`config.mk`:
```
export PLATFORM = sky130hd
export DESIGN_NAME = llc_mem_responder
export DESIGN_NICKNAME = d
export VERILOG_FILES = /design/src/rtl/llc_mem_responder.sv
export SDC_FILE = /design/constraint.sdc
export NUM_CORES = 1
export LEC_CHECK = 0
export ABC_AREA = 1
export CAP_MARGIN = 5
export CORE_AREA = 2 2 278 280
export CTS_BUF_LIST = sky130_fd_sc_hd__clkbuf_2
export DETAILED_ROUTE_END_ITERATION = 16
export DIE_AREA = 0 0 280 282
export PLACE_DENSITY_LB_ADDON = 0.25
export SLEW_MARGIN = 20
export SYNTH_ARGS = -nofsm -noshare
export SYNTH_HDL_FRONTEND = slang
export SYNTH_SLANG_ARGS = --single-unit
```
`constraint.sdc`:
```
create_clock -name clk -period 7.48 [get_ports clk]
set_input_delay 1.87 -clock clk [delete_from_list [all_inputs] [get_ports clk]]
set_output_delay 1.87 -clock clk [all_outputs]
set_load 0.01 [all_outputs]
```
`src/rtl/llc_mem_responder.sv`:
```
// Memory-side LLC line responder: splits line requests into single-outstanding word beats and reassembles read lines.
// Write retires WORDS_PER_LINE cycles after accept with mem_ready high; a read costs 2 cycles per beat plus memory latency.
// Beat and response outputs hold while mem_ready / llc_mem_rsp_ready are low. `LLC_MEM_WB_FWD_EN adds a last-write forward buffer.
module llc_mem_responder #(
    parameter int WORDS_PER_LINE = 4,
    parameter int WORD_BITS      = 64,
    parameter int LINE_ADDR_BITS = 27,
    parameter int HPROT_BITS     = 2,
    localparam int BEAT_BITS     = $clog2(WORDS_PER_LINE),
    localparam int OFF_BITS      = $clog2(WORD_BITS / 8),
    localparam int ADDR_BITS     = LINE_ADDR_BITS + BEAT_BITS + OFF_BITS,
    localparam int LINE_BITS     = WORDS_PER_LINE * WORD_BITS
) (
    input  logic                      clk,
    input  logic                      rst,
    input  logic                      llc_mem_req_valid,
    output logic                      llc_mem_req_ready,
    input  logic                      llc_mem_req_hwrite,
    input  logic [LINE_ADDR_BITS-1:0] llc_mem_req_addr,
    input  logic [HPROT_BITS-1:0]     llc_mem_req_hprot,
    input  logic [LINE_BITS-1:0]      llc_mem_req_line,
    output logic                      llc_mem_rsp_valid,
    input  logic                      llc_mem_rsp_ready,
    output logic [LINE_BITS-1:0]      llc_mem_rsp_line,
    output logic                      mem_valid,
    input  logic                      mem_ready,
    output logic                      mem_we,
    output logic [ADDR_BITS-1:0]      mem_addr,
    output logic [WORD_BITS-1:0]      mem_wdata,
    output logic [HPROT_BITS-1:0]     mem_hprot,
    input  logic                      mem_rvalid,
    input  logic [WORD_BITS-1:0]      mem_rdata
);

    localparam logic [BEAT_BITS-1:0] LAST_BEAT = BEAT_BITS'(WORDS_PER_LINE - 1);

    typedef enum logic [2:0] {IDLE, WR_BEAT, RD_BEAT, RD_WAIT, RSP} state_t;

    state_t                    state;
    logic [BEAT_BITS-1:0]      beat;
    logic [LINE_ADDR_BITS-1:0] addr_q;
    logic [HPROT_BITS-1:0]     hprot_q;
    logic [LINE_BITS-1:0]      line_q;
    logic                      fwd_hit;

`ifdef LLC_MEM_WB_FWD_EN
    logic                      fwd_vld;
    logic [LINE_ADDR_BITS-1:0] fwd_addr;
    logic [LINE_BITS-1:0]      fwd_line;

    assign fwd_hit = fwd_vld && !llc_mem_req_hwrite && (fwd_addr == llc_mem_req_addr);
`else
    assign fwd_hit = 1'b0;
`endif

    // One line buffer serves as write source and read assembly area.
    assign mem_addr         = {addr_q, beat, {OFF_BITS{1'b0}}};
    assign mem_wdata        = line_q[int'(beat) * WORD_BITS +: WORD_BITS];
    assign mem_hprot        = mem_valid ? hprot_q : '0;
    assign llc_mem_rsp_line = line_q;

    always_ff @(posedge clk or negedge rst) begin
        if (!rst) begin
            state             <= IDLE;
            beat              <= '0;
            addr_q            <= '0;
            hprot_q           <= '0;
            line_q            <= '0;
            llc_mem_req_ready <= 1'b0;
            llc_mem_rsp_valid <= 1'b0;
            mem_valid         <= 1'b0;
            mem_we            <= 1'b0;
`ifdef LLC_MEM_WB_FWD_EN
            fwd_vld           <= 1'b0;
            fwd_addr          <= '0;
            fwd_line          <= '0;
`endif
        end else begin
            case (state)
                IDLE: begin
                    if (llc_mem_req_valid && llc_mem_req_ready) begin
                        addr_q            <= llc_mem_req_addr;
                        hprot_q           <= llc_mem_req_hprot;
                        line_q            <= llc_mem_req_line;
                        beat              <= '0;
                        llc_mem_req_ready <= 1'b0;
                        if (fwd_hit) begin
`ifdef LLC_MEM_WB_FWD_EN
                            line_q <= fwd_line;
`endif
                            llc_mem_rsp_valid <= 1'b1;
                            state             <= RSP;
                        end else if (llc_mem_req_hwrite) begin
                            mem_valid <= 1'b1;
                            mem_we    <= 1'b1;
                            state     <= WR_BEAT;
                        end else begin
                            mem_valid <= 1'b1;
                            mem_we    <= 1'b0;
                            state     <= RD_BEAT;
                        end
                    end else begin
                        llc_mem_req_ready <= 1'b1;
                    end
                end
                WR_BEAT: begin
                    if (mem_ready) begin
                        beat <= beat + 1'b1;
                        if (beat == LAST_BEAT) begin
                            mem_valid         <= 1'b0;
                            mem_we            <= 1'b0;
                            llc_mem_req_ready <= 1'b1;
                            state             <= IDLE;
`ifdef LLC_MEM_WB_FWD_EN
                            fwd_vld  <= 1'b1;
                            fwd_addr <= addr_q;
                            fwd_line <= line_q;
`endif
                        end
                    end
                end
                RD_BEAT: begin
                    // Dropping valid right after the handshake keeps one read in flight.
                    if (mem_ready) begin
                        mem_valid <= 1'b0;
                        state     <= RD_WAIT;
                    end
                end
                RD_WAIT: begin
                    if (mem_rvalid) begin
                        line_q[int'(beat) * WORD_BITS +: WORD_BITS] <= mem_rdata;
                        beat <= beat + 1'b1;
                        if (beat == LAST_BEAT) begin
                            llc_mem_rsp_valid <= 1'b1;
                            state             <= RSP;
                        end else begin
                            mem_valid <= 1'b1;
                            state     <= RD_BEAT;
                        end
                    end
                end
                RSP: begin
                    if (llc_mem_rsp_ready) begin
                        llc_mem_rsp_valid <= 1'b0;
                        llc_mem_req_ready <= 1'b1;
                        state             <= IDLE;
                    end
                end
                default: state <= IDLE;
            endcase
        end
    end

endmodule

```
==> flow_metrics.py, run 1 <==
metrics = {
    "outcome": {
        "outcome": "complete, no violations",
    },
    "drt": {
        "dr_wl_met2_um": 46400,
        "met1Wirelength_um": 38100,
        "route.detailed.drc": 0,
        "via_count": 20713,
        "dr.pass1.iters": 6,
        "highest_layer": "met5",
        "drt-initial-drc-count": 1567,
        "wl_met3_um": 7890,
        "antenna_left": 0,
        "viasPerCell": 4.88,
        "totalWireLength_um": 95300,
        "wl_per_cell_um": 22.5,
    },
    "setup_path": {
        "crit_path_start_kind": "flip-flop",
        "critPathKind": "flip-flop to output pin",
        "required_ns": 5.61,
        "arrival_ns": 4.05,
        "end_kind": "output pin",
        "cp_max_fo": 66,
    },
    "finish": {
        "n_fill_cell": 8177,
        "drive_above_1_share": 0.0581,
        "syn_to_final_growth_pct": 47.0,
        "fin_nets": 3558,
        "final_area_um2": 25900,
    },
    "sta": {
        "relSlewSlack": 0.273,
        "report.final.setup_viol": 0,
        "period_share": 0.791,
        "slew_viol_final": 0,
        "final_hold_viol_count": 0,
        "period_needed_ns": 5.92,
        "rsz0062_at_grt": "no",
        "finClkSkew_ns": 0.124,
        "tns_ns": 0,
        "fmax_mhz": 169,
        "tightest_slew_ns": 1.09,
    },
    "clock_tree": {
        "cts_resized": 0,
        "cts_hold_buf": 0,
        "cts.reportedPaths.clkPinSlew_ns": 0.09,
        "numCtsBuffers": 87,
        "clkLatencyLatePin_ns": 1.16,
        "htree_levels": 3,
        "cts_tree": "done",
        "cts.path.max_buffers": 3,
        "cts_sinks": 294,
        "cts_root_buffer": "clkbuf_2",
        "post-cts-setup-buffers": 0,
    },
    "yosys": {
        "synth_top_family_by_area": "simple AND/OR/NAND/NOR gates",
        "synthSimpleGateAreaFrac": 0.369,
        "ys_types": 33,
        "synth-edff-count": 0,
        "postSynthCellCount": 2580,
        "yosysSeqAreaShare": 0.417,
        "async_flop_share": 1.00,
        "syn-mean-instance-area_um2": 6.84,
        "yosys_warnings": 0,
        "ys_seq_elements": 294,
        "yosys.area_share.adder": 0.00355,
        "synth_compound_area_frac": 0.130,
        "synthMuxAreaShare": 0,
        "synth_area_um2": 17600,
        "synth_top_flop_cell": "dfrtp_1",
        "synth_xor_area_frac": 0,
    },
    "pwr": {
        "power_density_nw_per_um2": 441,
        "p_leak_nw": 12.3,
        "ir_drop_v": 0.000199,
    },
    "floorplan": {
        "dieArea_um2": 79000,
        "dieHeight_um": 282,
        "die_w_um": 280,
        "coreArea_um2": 75700,
        "start_util": 0.233,
        "std_cell_rows": 101,
        "io_pins": 714,
    },
    "global_route": {
        "grt.total_usage": 0.233,
        "gr-total-overflow": 0,
        "antenna_found_initial": 13,
        "grt_pass1_wl_um": 138000,
        "grt_pass1_vias": 20373,
        "grt_max_degree": 137,
    },
    "worst_hold_path": {
        "hp-class": "flip-flop to flip-flop",
    },
    "placed_design": {
        "gp_congestion": 0.852,
        "place_area_um2": 25100,
        "place.port_buffers": 710,
        "dp_hpwl_um": 63800,
    },
    "run": {
        "drv_cap": 0,
    },
}
==> power by group <==
group / leakage (nW) / internal [mW] / total [mW] / switching (mW)
Sequential: 3.70 / 2.32 / 3.15 / 0.832
Combinational: 8.00 / 2.87 / 7.00 / 4.13
Clock: 0.575 / 0.481 / 1.28 / 0.799
Total: 12.3 / 5.67 / 11.4 / 5.76
==> routing by layer <==
layer  vias up  global-route usage
li1       9659                   -
met1      9881               0.286
met2       986               0.395
met3       175              0.0578
met4        12              0.0827
met5         -                   0
==> cells by family (layout without fill, tap and decap cells) <==
family	after synthesis	after routing
other cells	1	15
fa+ha+maj	5	5
compound gates	414	414
buf+inv	274	946
flops	294	294
simple gates	1592	1592
==> synthesized netlist by cell type, types with 2 or more instances <==
| library cell | count | area, µm² |
|---|---|---|
| o21ai_1 | 57 | 285 |
| dfrtp_1 | 294 | 7360 |
| o21a_1 | 29 | 218 |
| inv_2 | 3 | 11.3 |
| buf_2 | 63 | 315 |
| o21ai_0 | 231 | 1160 |
| nand2_1 | 1078 | 4050 |
| nand2_2 | 3 | 18.8 |
| inv_4 | 2 | 12.5 |
| nor2_1 | 163 | 612 |
| buf_6 | 29 | 327 |
| inv_1 | 56 | 210 |
| ha_1 | 5 | 62.6 |
| nand3_1 | 332 | 1660 |
| nand2_4 | 2 | 22.5 |
| clkbuf_1 | 74 | 278 |
| buf_1 | 25 | 93.8 |
| buf_4 | 22 | 165 |
| a21boi_0 | 28 | 210 |
| o22ai_1 | 64 | 400 |
| a21oi_1 | 4 | 20.0 |
| nand3_2 | 4 | 40.0 |
| nor2_4 | 2 | 22.5 |
==> per-stage QoR <==
stage          worst slack (ns)  power (mW)  utilization  cells  hold slack, ns
2_1_floorplan              4.06        6.43            -   2582           0.449
3_3_place_gp               2.38        10.1        0.332   4085           0.463
3_5_place_dp               2.35        10.2        0.332   4085           0.464
4_1_cts                    1.42        11.5        0.342   4231           0.488
5_1_grt                    1.28        12.2        0.343   4243           0.506
6_report                   1.56        11.4        0.343   4244           0.486
==> path summary, 6_finish.rpt <==
path                                                     end                   start  depth (start not counted)  slack (ns)
hold / removal                        addr_q[22]$_DFFE_PN0P_  addr_q[22]$_DFFE_PN0P_                          2        0.49
max in group asynchronous                beat[0]$_DFFE_PN0P_                     rst                          2        5.28
hold reg to reg                       addr_q[22]$_DFFE_PN0P_  addr_q[22]$_DFFE_PN0P_                          2        0.49
min in group asynchronous  llc_mem_rsp_line[153]$_DFFE_PN0P_                     rst                          1        0.71
setup / recovery                               mem_wdata[29]     beat[0]$_DFFE_PN0P_                          5        1.56
setup reg to reg           llc_mem_rsp_line[128]$_DFFE_PN0P_     beat[1]$_DFFE_PN0P_                         10        3.02
==> registers in the layout, summed over array words and instances, names as in the netlist <==
| signal | flops |
|---|---|
| llc_mem_rsp_line | 256 |
| addr_q | 27 |
| beat | 2 |
| hprot_q | 2 |
| llc_mem_req_ready | 1 |
| llc_mem_rsp_valid | 1 |
| mem_valid | 1 |
| mem_we | 1 |
| state | 3 |
==> critical path: stages (launching register included) <==
cell             delay (ns)
dfrtp_4                0.75
inv_4                  0.57
buf_4                  0.56
o21ai_0                0.15
o22ai_1                0.23
clkdlybuf4s50_1        0.64
==> cells in the final DEF (no fill, tap or decap), types with 29 or more instances in the layout <==
cell	Yosys	routed
clkbuf_2	0	124
clkdlybuf4s50_1	0	709
dfrtp_1	294	292
inv_1	56	54
nand2_1	1078	1077
nand3_1	332	331
nor2_1	163	162
o21a_1	29	29
o21ai_0	231	231
o21ai_1	57	57
o22ai_1	64	64
==> final cells by class <==
class                           instances  area (µm²)  area share
Multi-Input combinational cell       2014        8940       0.345
Sequential cell                       294        7360       0.284
Tap cell                              978        1220      0.0472
Antenna cell                           12        30.0     0.00116
Clock inverter                         22         130     0.00502
Timing Repair Buffer                  739        7380       0.285
Inverter                               61         245     0.00946
Clock buffer                          124         621      0.0239
Power figures use the tool's default switching activity.
==> inputs of run 2 (changes only) <==
==> constraint.sdc (replaced) <==
create_clock -name clk -period 5.25 [get_ports clk]
set_input_delay 1.3125 -clock clk [delete_from_list [all_inputs] [get_ports clk]]
set_output_delay 1.3125 -clock clk [all_outputs]
set_load 0.01 [all_outputs]
==> run 2 against run 1 <==
  * Clock skew grew 0.028 ns
  * Count of clock-buffer cells in the layout rose by 3
  * Core utilization grew 0.11 points
  * Via count fell by 0.37%
  * Flip-flop and latch count unchanged
  * Clock power up 41%
  * Setup slack worse by 1.2 ns
  * Cell count increased by 0.26%
  * Sequential power up 42%
  * Power up 42%
  * Critical path type unchanged
  * Largest power group unchanged
==> flow_metrics.py, run 2 (same netlist as run 1, synthesis figures left out) <==
metrics = {
    "clock_tree": {
        "cts.reportedPaths.clkPinSlew_ns": 0.10,
        "cts.path.max_buffers": 3,
        "numCtsBuffers": 91,
        "cts_sinks": 294,
        "htree_levels": 3,
        "cts_root_buffer": "clkbuf_2",
        "post-cts-setup-buffers": 0,
        "cts_tree": "done",
        "clkLatencyLatePin_ns": 1.17,
    },
    "setup_path": {
        "rr_worst_depth": 9,
        "crit_path_start_kind": "flip-flop",
        "path_delay_family": "buffers and inverters",
        "crit_slowest_cell": "dfrtp_4",
        "crit_path_max_incr_delay_ns": 0.70,
        "critPathKind": "flip-flop to output pin",
        "endpoint": "mem_wdata[61]",
        "end_kind": "output pin",
        "reg2reg_to": "llc_mem_rsp_line[83]$_DFFE_PN0P_",
        "arrival_ns": 3.62,
        "path_buf_inv": 2,
        "cp.depth": 4,
        "required_ns": 3.94,
        "worstPathCellList": "buf_4, o21ai_0, o22ai_1, clkdlybuf4s50_1",
        "cp_max_fo": 55,
        "startpoint": "beat[0]$_DFFE_PN0P_",
        "regToRegSetupSlack_ns": 1.51,
        "timing.rr.start": "beat[0]$_DFFE_PN0P_",
    },
    "finish": {
        "syn_to_final_growth_pct": 47.4,
        "fin_nets": 3572,
        "fin_util": 0.344,
        "final_area_um2": 26000,
        "drive_above_1_share": 0.0615,
        "final_common_cell": "nand2_1",
        "n_fill_cell": 8170,
        "largest_reg_flops": 256,
        "final_cell_mix": "1077 x nand2_1, 709 x clkdlybuf4s50_1, 331 x nand3_1, 292 x dfrtp_1, 231 x o21ai_0",
        "fin_cells": 4255,
    },
    "sta": {
        "tightest_slew_ns": 1.11,
        "relSlewSlack": 0.262,
        "tns_ns": 0,
        "slew_viol_final": 0,
        "report.final.setup_viol": 0,
        "holdWs_ns": 0.186,
        "rsz0062_at_grt": "no",
        "period_needed_ns": 4.94,
        "final_hold_viol_count": 0,
        "finClkSkew_ns": 0.152,
        "fin_ws_ns": 0.315,
        "period_share": 0.940,
        "fmax_mhz": 203,
    },
    "drt": {
        "wl_per_cell_um": 22.6,
        "drt-initial-drc-count": 1741,
        "route.detailed.drc": 0,
        "antenna_left": 0,
        "totalWireLength_um": 96100,
        "viasPerCell": 4.85,
        "dr.pass1.iters": 8,
        "via_count": 20636,
    },
    "outcome": {
        "outcome": "complete, no violations",
    },
    "pwr": {
        "power_mw": 16.3,
        "ir_drop_v": 0.000355,
        "p_leak_nw": 12.3,
        "power_density_nw_per_um2": 626,
    },
    "global_route": {
        "use_met1": 0.290,
        "grt_max_degree": 113,
        "grt_util_met2": 0.402,
        "grt_pass1_wl_um": 139000,
        "antenna_found_initial": 14,
        "busiest_layer": "met2",
        "grt_pass1_vias": 20460,
        "use_met3": 0.0544,
        "gr-total-overflow": 0,
        "grt.total_usage": 0.235,
    },
    "worst_hold_path": {
        "hp-class": "input pin to async pin",
    },
    "floorplan": {
        "std_cell_rows": 101,
        "dieArea_um2": 79000,
        "start_util": 0.233,
        "dieHeight_um": 282,
        "coreArea_um2": 75700,
        "io_pins": 714,
        "die_w_um": 280,
    },
    "placed_design": {
        "place.port_buffers": 710,
        "post-place-ws_ns": 1.27,
        "place_inst": 4096,
        "dp_hpwl_um": 64600,
        "gp_congestion": 0.885,
        "place_area_um2": 25300,
    },
    "run": {
        "drv_cap": 0,
    },
}
run 2: timing repair:
action                                  CTS  global route
endpoints found under the setup margin    0            13
hold buffers                              0             0
resized for setup                         0             1
run 2: worst min path at each step:
stage / startpoint / end / depth (start not counted)
after detailed placement: addr_q[21]$_DFFE_PN0P_ / addr_q[21]$_DFFE_PN0P_ / 2
after CTS: rst / llc_mem_rsp_line[29]$_DFFE_PN0P_ / 1
after global placement: addr_q[15]$_DFFE_PN0P_ / addr_q[15]$_DFFE_PN0P_ / 2
after global routing: rst / llc_mem_rsp_line[29]$_DFFE_PN0P_ / 1
after floorplan: hprot_q[0]$_DFFE_PN0P_ / hprot_q[0]$_DFFE_PN0P_ / 2
final: rst / llc_mem_rsp_line[153]$_DFFE_PN0P_ / 1
run 2: worst reg2reg max path, stage by stage (launching register included):
cell and delay [ns]:
dfrtp_4 0.66, inv_6 0.57, ha_2 0.64, buf_4 0.36
nand2_1 0.08, inv_1 0.10, nand2_4 0.55, o21ai_0 0.42
nand3_1 0.11, nand2_1 0.10
run 2: layer usage:
metal	wire [µm]	vias up
met4	2470	12
met2	47400	931
met5	75	-
met1	38700	9822
li1	-	9685
met3	7480	186
run 2: report_power, final:
| part | switching [mW] | internal (mW) |
|---|---|---|
| Sequential | 1.16 | 3.31 |
| Combinational | 5.88 | 4.13 |
| Clock | 1.16 | 0.646 |
| Total | 8.19 | 8.08 |
run 2: final cells by class:
type | count | area [µm²] | share of cell area
Antenna cell | 11 | 27.5 | 0.00106
Timing Repair Buffer | 749 | 7480 | 0.288
Multi-Input combinational cell | 2014 | 8940 | 0.344
Clock buffer | 127 | 636 | 0.0244
Sequential cell | 294 | 7360 | 0.283
Inverter | 61 | 248 | 0.00952
Clock inverter | 21 | 96.3 | 0.00370
Tap cell | 978 | 1220 | 0.0470
==> inputs of run 3 (changes only) <==
--- a/config.mk
+++ b/config.mk
@@ -12,6 +12,7 @@
 export DETAILED_ROUTE_END_ITERATION = 16
 export DIE_AREA = 0 0 280 282
 export PLACE_DENSITY_LB_ADDON = 0.25
+export SKIP_LAST_GASP = 1
 export SLEW_MARGIN = 20
 export SYNTH_ARGS = -nofsm -noshare
 export SYNTH_HDL_FRONTEND = slang
==> results of run 3 <==
The final DEF is identical to that of run 2; final timing and power are the same.
